File: config.mk
export PLATFORM = sky130hd
export DESIGN_NAME = beta_mem_arbiter
export DESIGN_NICKNAME = d
export VERILOG_FILES = /design/src/rtl/beta_mem_arbiter.sv
export SDC_FILE = /design/constraint.sdc
export NUM_CORES = 1
export LEC_CHECK = 0
export ABC_AREA = 1
export CAP_MARGIN = 15
export CORE_UTILIZATION = 35
export CTS_CLUSTER_SIZE = 8
export DETAILED_ROUTE_END_ITERATION = 10
export DONT_BUFFER_PORTS = 1
export GPL_ROUTABILITY_DRIVEN = 0
export PLACE_DENSITY = 0.57
export SETUP_SLACK_MARGIN = 0.5
export SYNTH_ARGS = -nofsm -noshare
export SYNTH_HDL_FRONTEND = slang
export SYNTH_SLANG_ARGS = --single-unit
export TNS_END_PERCENT = 20
File: constraint.sdc
create_clock -name clk -period 6 [get_ports clk]
set_input_delay 0 -clock clk [delete_from_list [all_inputs] [get_ports clk]]
set_output_delay 0 -clock clk [all_outputs]
set_load 0.03 [all_outputs]
File: src/rtl/beta_mem_arbiter.sv
// Arbitrates one memory port between Beta_core fetch and data ports, with access timeout.
// Define BETA_ARB_RR_EN for round-robin arbitration; default is fixed data-over-fetch priority.
module beta_mem_arbiter #(
  parameter int ADDR_W  = 32,
  parameter int DATA_W  = 32,
  parameter int TIMEOUT = 255
) (
  input  logic              clk,
  input  logic              rst,
  input  logic              i_req,
  input  logic [ADDR_W-1:0] i_addr,
  output logic [DATA_W-1:0] i_data,
  output logic              i_ready,
  output logic              i_fault,
  input  logic              d_re,
  input  logic              d_we,
  input  logic [ADDR_W-1:0] d_addr,
  input  logic [DATA_W-1:0] d_wdata,
  output logic [DATA_W-1:0] d_rdata,
  output logic              d_ready,
  output logic              d_fault,
  output logic              m_valid,
  output logic [ADDR_W-1:0] m_addr,
  output logic [DATA_W-1:0] m_wdata,
  output logic              m_we,
  output logic              m_re,
  input  logic              m_ack,
  input  logic [DATA_W-1:0] m_rdata,
  input  logic              m_fault
);

  localparam int CNT_RAW = $clog2(TIMEOUT + 1);
  localparam int CNT_W   = (CNT_RAW < 8) ? 8 : ((CNT_RAW > 32) ? 32 : CNT_RAW);

  typedef enum logic [1:0] {
    S_IDLE   = 2'd0,
    S_BUSY_I = 2'd1,
    S_BUSY_D = 2'd2,
    S_RESP   = 2'd3
  } state_t;

  state_t r_state;
  state_t w_state_next;

  logic [CNT_W-1:0]  r_cnt;
  logic [CNT_W-1:0]  w_cnt_inc;
  logic              w_dreq;
  logic              w_any;
  logic              w_grant_d;
  logic              w_busy;
  logic              w_timeout;
  logic              w_done;

  logic              r_m_valid, w_m_valid;
  logic              r_m_we, w_m_we;
  logic              r_m_re, w_m_re;
  logic [ADDR_W-1:0] r_m_addr, w_m_addr;
  logic [DATA_W-1:0] r_m_wdata, w_m_wdata;
  logic              r_i_ready, w_i_ready;
  logic              r_i_fault, w_i_fault;
  logic [DATA_W-1:0] r_i_data, w_i_data;
  logic              r_d_ready, w_d_ready;
  logic              r_d_fault, w_d_fault;
  logic [DATA_W-1:0] r_d_rdata, w_d_rdata;
  logic              w_fault_val;
  logic [DATA_W-1:0] w_data_val;

  assign w_dreq    = d_re | d_we;
  assign w_any     = w_dreq | i_req;
  assign w_busy    = (r_state == S_BUSY_I) || (r_state == S_BUSY_D);
  assign w_cnt_inc = r_cnt + {{(CNT_W-1){1'b0}}, 1'b1};
  assign w_timeout = (TIMEOUT != 0) && !m_ack && (w_cnt_inc == CNT_W'(TIMEOUT));
  assign w_done    = w_busy && (m_ack || w_timeout);
  // An aborted access reports a fault with zero data; writes never return data.
  assign w_fault_val = m_ack ? m_fault : 1'b1;
  assign w_data_val  = (m_ack && !r_m_we) ? m_rdata : {DATA_W{1'b0}};

`ifdef BETA_ARB_RR_EN
  logic r_last_d;
  // On a tie the port that did not win last time is granted.
  assign w_grant_d = (w_dreq && i_req) ? ~r_last_d : w_dreq;

  // Last-grant pointer; starts at data so the first tie goes to fetch.
  always_ff @(posedge clk or posedge rst) begin
    if (rst) begin
      r_last_d <= 1'b1;
    end else if ((r_state == S_IDLE) && w_any) begin
      r_last_d <= w_grant_d;
    end else begin
      r_last_d <= r_last_d;
    end
  end
`else
  assign w_grant_d = w_dreq;
`endif

  // State register.
  always_ff @(posedge clk or posedge rst) begin
    if (rst) begin
      r_state <= S_IDLE;
    end else begin
      r_state <= w_state_next;
    end
  end

  // Wait counter: cleared while idle, advances on each unacknowledged busy cycle.
  always_ff @(posedge clk or posedge rst) begin
    if (rst) begin
      r_cnt <= {CNT_W{1'b0}};
    end else if (r_state == S_IDLE) begin
      r_cnt <= {CNT_W{1'b0}};
    end else if (w_busy && !m_ack) begin
      r_cnt <= w_cnt_inc;
    end else begin
      r_cnt <= r_cnt;
    end
  end

  // Next-state logic.
  always_comb begin
    w_state_next = r_state;
    case (r_state)
      S_IDLE: begin
        if (w_any) begin
          w_state_next = w_grant_d ? S_BUSY_D : S_BUSY_I;
        end else begin
          w_state_next = S_IDLE;
        end
      end
      S_BUSY_I, S_BUSY_D: begin
        if (w_done) begin
          w_state_next = S_RESP;
        end else begin
          w_state_next = r_state;
        end
      end
      S_RESP:  w_state_next = S_IDLE;
      default: w_state_next = S_IDLE;
    endcase
  end

  // Next values of the registered outputs.
  always_comb begin
    w_m_valid = r_m_valid;
    w_m_we    = r_m_we;
    w_m_re    = r_m_re;
    w_m_addr  = r_m_addr;
    w_m_wdata = r_m_wdata;
    w_i_ready = r_i_ready;
    w_i_fault = r_i_fault;
    w_i_data  = r_i_data;
    w_d_ready = r_d_ready;
    w_d_fault = r_d_fault;
    w_d_rdata = r_d_rdata;
    case (r_state)
      S_IDLE: begin
        if (w_any) begin
          w_m_valid = 1'b1;
          w_m_addr  = w_grant_d ? d_addr : i_addr;
          w_m_wdata = w_grant_d ? d_wdata : {DATA_W{1'b0}};
          w_m_we    = w_grant_d & d_we;
          w_m_re    = ~(w_grant_d & d_we);
        end else begin
          w_m_valid = 1'b0;
        end
      end
      S_BUSY_I, S_BUSY_D: begin
        if (w_done) begin
          w_m_valid = 1'b0;
          w_m_we    = 1'b0;
          w_m_re    = 1'b0;
          if (r_state == S_BUSY_D) begin
            w_d_ready = 1'b1;
            w_d_fault = w_fault_val;
            w_d_rdata = w_data_val;
          end else begin
            w_i_ready = 1'b1;
            w_i_fault = w_fault_val;
            w_i_data  = w_data_val;
          end
        end else begin
          w_m_valid = 1'b1;
        end
      end
      S_RESP: begin
        w_i_ready = 1'b0;
        w_i_fault = 1'b0;
        w_i_data  = {DATA_W{1'b0}};
        w_d_ready = 1'b0;
        w_d_fault = 1'b0;
        w_d_rdata = {DATA_W{1'b0}};
      end
      default: begin
        w_m_valid = 1'b0;
        w_m_we    = 1'b0;
        w_m_re    = 1'b0;
        w_i_ready = 1'b0;
        w_d_ready = 1'b0;
      end
    endcase
  end

  // Output registers; reset clears the memory command immediately.
  always_ff @(posedge clk or posedge rst) begin
    if (rst) begin
      r_m_valid <= 1'b0;
      r_m_we    <= 1'b0;
      r_m_re    <= 1'b0;
      r_m_addr  <= {ADDR_W{1'b0}};
      r_m_wdata <= {DATA_W{1'b0}};
      r_i_ready <= 1'b0;
      r_i_fault <= 1'b0;
      r_i_data  <= {DATA_W{1'b0}};
      r_d_ready <= 1'b0;
      r_d_fault <= 1'b0;
      r_d_rdata <= {DATA_W{1'b0}};
    end else begin
      r_m_valid <= w_m_valid;
      r_m_we    <= w_m_we;
      r_m_re    <= w_m_re;
      r_m_addr  <= w_m_addr;
      r_m_wdata <= w_m_wdata;
      r_i_ready <= w_i_ready;
      r_i_fault <= w_i_fault;
      r_i_data  <= w_i_data;
      r_d_ready <= w_d_ready;
      r_d_fault <= w_d_fault;
      r_d_rdata <= w_d_rdata;
    end
  end

  assign m_valid = r_m_valid;
  assign m_we    = r_m_we;
  assign m_re    = r_m_re;
  assign m_addr  = r_m_addr;
  assign m_wdata = r_m_wdata;
  assign i_ready = r_i_ready;
  assign i_fault = r_i_fault;
  assign i_data  = r_i_data;
  assign d_ready = r_d_ready;
  assign d_fault = r_d_fault;
  assign d_rdata = r_d_rdata;

endmodule

# After elaboration in Yosys (flattened, before gate mapping)
# Index checks and enable logic that the tools add are counted.
# word_totals
ff_bits	145
word_cells	79
in_bits	135
output_inout_bits	135
# classes
n_reduce_logical	17
add_sub_neg	1
muxes	36
eq_ne	8
n_bitwise	4
# op_table
op	n
32-bit 2-to-1 mux	7
32-bit one-hot mux with 2 select lines	2
8-bit 2-to-1 mux	2
1-bit 2-to-1 mux	14
1-bit one-hot mux with 2 select lines	7
3-bit AND reduction	3
8-bit by 1-bit adder with 8-bit output, second input constant	1
8-bit equality test, second input constant	1
2-bit inequality test, second input constant	4
2-bit 2-to-1 mux	3
2-bit one-hot mux with 3 select lines	1
2-bit nonzero test	3
2-bit equality test, second input constant	2
1-bit logical AND	4
2-bit by 1-bit equality test with 1-bit output, second input constant	1
1-bit zero test	2
2-bit zero test	1
1-bit logical OR	2
1-bit OR	2
2-bit AND reduction	1
2-bit OR reduction	1
1-bit AND	1
1-bit inverter	1

# Depth between registers and ports, before layout
# Gate-level depths: netlist of the first run.
# logic_depth
word_depth	7
ltp_mapped	13
ltp_nobuf	12

# Worst setup path after synthesis of the first run
# Ideal clock, no wire load.
# synth_path
kind	reg2reg
start	register r_state[1]
end	register r_i_data[0] (netlist: i_data[0])
t_arrival_ns	1.619
setup_slack_ns	4.263
path_buffers	1
stages_incl_launch_ff	9
path_cell_list	dfrtp_1 inv_1 ha_1 nor2_1 a21oi_1 nand2_2 buf_6 nand2_1 nand2_1
# synth_between
elab_chain_cells	5
# synth_lines
item	line_no	source
from (decl)	42	state_t r_state;
from (signal assigned)	102	r_state <= w_state_next;
2-bit by 1-bit equality test with 1-bit output / 2-bit equality test (equally long branches)	70, 155, 172	
1-bit logical OR	70	assign w_busy = (r_state == S_BUSY_I) || (r_state == S_BUSY_D);
1-bit logical AND	73	assign w_done = w_busy && (m_ack || w_timeout);
2-bit inequality test (no source line)	n/a	
3-bit AND reduction (no source line)	n/a	
to (signal assigned)	213	r_i_data <= {DATA_W{1'b0}};
to (signal assigned)	225	r_i_data <= w_i_data;
to (decl)	61	logic [DATA_W-1:0] r_i_data, w_i_data;
# Several ways; a longest one is shown, not always the timed one.
# A chain may end at the register's enable or synchronous reset.

# Worst setup path in the final report of the first run
# layout_path
start	register r_state[1]
end	register r_m_re (netlist: m_re)
# layout_between
elab_chain_cells	5
# layout_lines
item	line_no	source
2-bit by 1-bit equality test with 1-bit output / 2-bit equality test (equally long branches)	70, 155	
1-bit logical OR	70	
1-bit logical AND	73	
2-bit inequality test (no source line)	n/a	
3-bit AND reduction (no source line)	n/a	
to (signal assigned)	220	r_m_re <= w_m_re;
to (decl)	56	logic r_m_re, w_m_re;
# Several ways; a longest one is shown, not always the timed one.

==> flow_summary.yaml, run 1 <==
timing:
  fin_skew_ns: 0.0123
  drv_slew: 0
  layout_min_cycle_time_ns: 3.22
  fmax_mhz: 311
  tightest_slew_ns: 1.00
  finalCritPeriodShare_pct: 53.7
  slew_headroom_pct: 33.2
  finalSetupViolCount: 0
  hold_viol: 0
  timing.setup.tns_ns: 0
  rsz0062_at_grt: "no"
synth:
  synth_common_cells: "238 x nand2_1, 145 x dfrtp_1, 82 x nor2_1, 76 x nand3_1, 51 x inv_1"
  ys_warn_count: 0
  synth.most_common_cell: "nand2_1"
  syn-mean-instance-area_um2: 8.74
  ys_types: 19
  yosysSeqAreaShare_pct: 57.4
  ys_seq_elements: 145
  syn_inst: 724
  synthTopCellsByArea: "dfrtp_1 57%, nand2_1 14%, nand3_1 6.0%, nor2_1 4.9%, a22o_1 4.4%"
  synth-edff-count: 0
  async_reset_ff_share_pct: 100
  syn_area_um2: 6330
  synth_top_area_cell: "dfrtp_1"
  syn-num-nets: 864
  ys.flop_type: "dfrtp_1"
  synth_top_area_share_pct: 57.4
floorplanning:
  core_um2: 17500
  num_io_pins: 270
  dieArea_um2: 18600
  rows: 48
  die_width_um: 136
  initial_utilization_pct: 36.2
  fp.dieH_um: 136
clock_tree:
  clkTransAtPathRegs_ns: 0.07
  insertion_delay_ns: 0.43
  post-cts-setup-buffers: 0
  clock-sinks: 145
  cts_buffer_depth: 2
  cts_made_buffers: 17
  clock-root-buffer: "clkbuf_16"
  htreeDepth: 4
  cts_tree: "done"
power_and_ir_drop:
  power.leakage_nw: 4.11
  powerDensity_nw_per_um2: 608
  ir_drop_v: 0.000385
placed_design:
  dp_hpwl_um: 12000
  port_buffers: 0
layout:
  area_growth_pct: 32.4
  diodes: 0
  fillCellCount: 1557
  final_util_pct: 47.9
  drive_gt1_share_pct: 5.63
  finalNetCount: 980
detailed_routing:
  met3_length_um: 1540
  num_vias: 5446
  post_drt_wl_per_cell_um: 17.4
  vias_per_cell: 5.05
  drt_iter0_drc: 381
  drt-total-wl_um: 18700
  antenna_left: 0
  remaining_drc_errors: 0
  m1WireLength_um: 7130
  firstDrtPassIters: 5
  wl_met2_um: 9700
  top_layer: "met4"
critical_path:
  worst_setup_path_end_kind: "flip-flop"
  crit_path_top_delay_cell: "inv_1"
  critPathMaxStageDelay_ns: 0.62
  crit_chain: "inv_1 -> ha_1 -> inv_1 -> nor2_2 -> buf_4 -> inv_1 -> nand2_2 -> buf_4 -> inv_1 -> nand2_1 -> nand2_1 -> nand2_1 -> nand2_1"
  worstSetupStartpointType: "flip-flop"
  critPathMaxFanout: 65
  path_class: "reg -> reg"
  arrival_ns: 3.53
  required_ns: 6.31
job:
  max_cap_violations: 0
global_routing:
  grt_pass1_wl_um: 28400
  antenna_found_initial: 0
  grt_max_degree: 85
  track_usage_pct: 20.2
  overflow: 0
  grt_pass1_vias: 5393
worst_hold_path:
  hp-class: "in -> reg"
status:
  status: "finished, final reports clean"
[critical path, delay by kind of cell, from the launching register on]
kind / cells / cell delay, ns
simple gates: 6 / 0.75
flops: 1 / 0.40
fa+ha+maj: 1 / 0.20
buf+inv: 6 / 1.76
[metal layers]
layer / vias up / track usage, %
met4: 0 / 7.53
li1: 2575 / -
met2: 249 / 36.0
met5: - / 0
met3: 22 / 6.34
met1: 2600 / 22.2
[area by class of cell]
cell class              instances  area (um^2)  area share [%]
flip-flops and latches        145         3630            43.3
inverters                      52          200            2.39
clock inverters                15          193            2.30
multi-input cells             485         2270            27.1
repair buffers                139         1380            16.4
well taps                     225          282            3.36
clock buffers                  17          425            5.08
[cell families after synthesis]
logic type / Yosys count / share of synthesized area [%]
compound gates: 80 / 8.98
fa+ha+maj: 5 / 0.989
buf+inv: 94 / 7.20
flops: 145 / 57.4
simple gates: 400 / 25.5
[worst paths after layout]
| path | start | endpoint | slack [ns] | cells after the start |
|---|---|---|---|---|
| min in group asynchronous | rst | m_wdata[18] | 0.22 | 2 |
| hold / removal | m_ack | i_data[5] | 0.20 | 5 |
| setup / recovery | r_state[1] | m_re | 2.78 | 13 |
| max in group asynchronous | rst | d_rdata[18] | 4.50 | 3 |
| setup reg to reg | r_state[1] | m_re | 2.78 | 13 |
| hold reg to reg | r_cnt[6] | r_cnt[6] | 0.57 | 2 |
[state kept, by name (all words and copies together), names as in the netlist, 2 cells and up]
register,cells
m_addr,32
d_rdata,32
m_wdata,32
r_state,2
i_data,32
r_cnt,8
[per-stage QoR]
step	power, mW	setup WS [ns]	cell area [um^2]	hold slack [ns]	cells
floorplan	3.44	2.11	6330	0.140	724
global placement	3.75	3.01	6420	0.0429	913
detailed placement	3.79	2.85	6420	0.0555	913
CTS	5.13	2.82	8370	0.188	1078
global route	5.42	2.40	8370	0.228	1078
finish	5.09	2.78	8370	0.204	1078
[repair_timing]
action	in CTS	in global routing
endpoints found under the hold margin	221	0
resized for setup	0	0
hold buffers	133	0
[placed cells by master, fill, tap and decap left out, drive strengths merged]
cell,n
o22ai,4
a22o,32
a31oi,32
nor2,83
dlygate4sd3,133
nand2,241
o21a,1
nand3,76
ha,5
o21ai,8
clkinv,9
clkinvlp,1
inv,57
buf,6
dfrtp,145
a21oi,3
clkbuf,17
[report_power, final]
group	internal, mW	switching [mW]
registers	1.33	0.984
clock network	0.567	0.502
logic	0.641	1.06
(Power assumes the default switching activity.)
==> run 2, diff against run 1 <==
==> constraint.sdc (replaced) <==
create_clock -name clk -period 3.03 [get_ports clk]
set_input_delay 0 -clock clk [delete_from_list [all_inputs] [get_ports clk]]
set_output_delay 0 -clock clk [all_outputs]
set_load 0.03 [all_outputs]
==> flow_summary.yaml, run 2 (synthesis gave the netlist of run 1 again) <==
status:
  status: "finished, final reports clean"
critical_path:
  path_class: "reg -> reg"
  critPathMaxFanout: 53
  arrival_ns: 2.67
  path_common_cell: "nand2_1"
  critPathMaxStageDelay_ns: 0.49
  worst_setup_path_end_kind: "flip-flop"
  required_ns: 3.37
  crit_chain: "ha_1 -> nand3_1 -> o21ai_0 -> nand2_1 -> nor2_1 -> nand2_1 -> nand2_4 -> buf_4 -> nand3_1 -> nand2_1"
  worstSetupStartpointType: "flip-flop"
  worst-path-buf-inv: 1
  crit_path_top_delay_cell: "buf_4"
  critPathTopFamily: "simple AND/OR/NAND/NOR gates"
global_routing:
  antenna_found_initial: 1
  grt_pass1_wl_um: 28000
  overflow: 0
  grt_max_degree: 146
  grt_pass1_vias: 5480
  track_usage_pct: 19.8
floorplanning:
  die_width_um: 136
  num_io_pins: 270
  core_um2: 17500
  rows: 48
  dieArea_um2: 18600
  initial_utilization_pct: 36.2
  fp.dieH_um: 136
power_and_ir_drop:
  powerDensity_nw_per_um2: 1190
  power.leakage_nw: 4.09
  ir_drop_v: 0.000798
detailed_routing:
  drt-total-wl_um: 18300
  firstDrtPassIters: 6
  drt_iter0_drc: 276
  post_drt_wl_per_cell_um: 16.9
  vias_per_cell: 5.06
  num_vias: 5476
  remaining_drc_errors: 0
  antenna_left: 0
timing:
  fin_skew_ns: 0.0143
  tightest_slew_ns: 0.895
  drv_slew: 0
  finalSetupViolCount: 0
  rsz0062_at_grt: "yes"
  layout_min_cycle_time_ns: 2.33
  hold_viol: 0
  timing.setup.tns_ns: 0
  finalCritPeriodShare_pct: 77.0
  slew_headroom_pct: 40.4
  layout_setup_ws_ns: 0.698
  fmax_mhz: 429
  whs_ns: 0.211
layout:
  final_common_cell: "nand2_1"
  fillCellCount: 1590
  layout_common_cells: "237 x nand2_1, 145 x dfrtp_1, 133 x dlygate4sd3_1"
  drive_gt1_share_pct: 5.60
  finalNetCount: 984
  area_growth_pct: 32.2
  final_util_pct: 47.9
job:
  max_cap_violations: 0
clock_tree:
  cts_tree: "done"
  clock-root-buffer: "clkbuf_16"
  cts_buffer_depth: 2
  insertion_delay_ns: 0.41
  clock-sinks: 145
  cts_made_buffers: 17
  clkTransAtPathRegs_ns: 0.06
  htreeDepth: 4
  post-cts-setup-buffers: 0
placed_design:
  dp_hpwl_um: 12000
  dpl_worst_slack_ns: 0.706
  port_buffers: 0
worst_hold_path:
  hp-class: "in -> async"
[run 2: cell types whose count changed in the layout (fill, tap and decap cells not counted), moves of 2 or more]
| cell | previous run | this run |
|---|---|---|
| clkinv_8 | 7 | 0 |
| clkinvlp_4 | 1 | 6 |
| clkbuf_1 | 0 | 4 |
| inv_8 | 4 | 0 |
| buf_12 | 0 | 2 |
| buf_4 | 6 | 8 |
| nand2_2 | 3 | 1 |
| nand2_4 | 1 | 3 |
[run 2: area by class of cell]
cell class                 count  area (um^2)  share of cell area [%]
sequential                   145         3630                    43.4
multi-input combinational    485         2270                    27.2
timing repair buffer         143         1430                    17.1
clock buffer                  21          440                    5.27
tap                          225          282                    3.37
inverter                      52          199                    2.38
clock inverter                11          108                    1.29
antenna                        1         2.50                  0.0299
[run 2: power breakdown]
| part | internal (mW) | switching [mW] |
|---|---|---|
| Clock | 1.14 | 0.830 |
| Combinational | 1.33 | 2.07 |
| Sequential | 2.64 | 1.95 |
[run 2: final timing paths]
path,start,endpoint,slack (ns),cells after the start
max,r_cnt[1],d_rdata[18],0.70,10
min,rst,i_data[2],0.21,3
max reg2reg,r_cnt[1],d_rdata[18],0.70,10
min reg2reg,r_cnt[6],r_cnt[6],0.58,2
max in group asynchronous,rst,i_data[20],2.07,3
min in group clk,d_we,r_state[1],0.26,7
[run 2: timing repair]
| item | CTS | global route |
|---|---|---|
| hold endpoints to repair | 282 | 0 |
| hold buffers | 133 | 0 |
| gates resized for setup | 0 | 6 |
| setup endpoints to repair | 0 | 77 |
[run 2: tightest hold or removal path, stage by stage]
cell	delay, ns
dlygate4sd3_1	0.57
clkinvlp_4	0.10
buf_12	0.44
[run 2: layer usage]
metal  up-vias  GRT usage (%)  part of all wire (%)
met2       263           35.2                    51
met4         0           7.59                   2.5
met1      2615           20.6                    37
met5         -              0                     0
li1       2575              -                     -
met3        23           8.28                   9.3
[run 2: metrics by stage]
step / cell area [um^2] / instances / total power, mW
after floorplan: 6330 / 724 / 6.81
after global placement: 6460 / 917 / 7.36
after detailed placement: 6460 / 917 / 7.48
after CTS: 8340 / 1082 / 9.98
after global routing: 8360 / 1083 / 10.6
final: 8360 / 1083 / 9.95
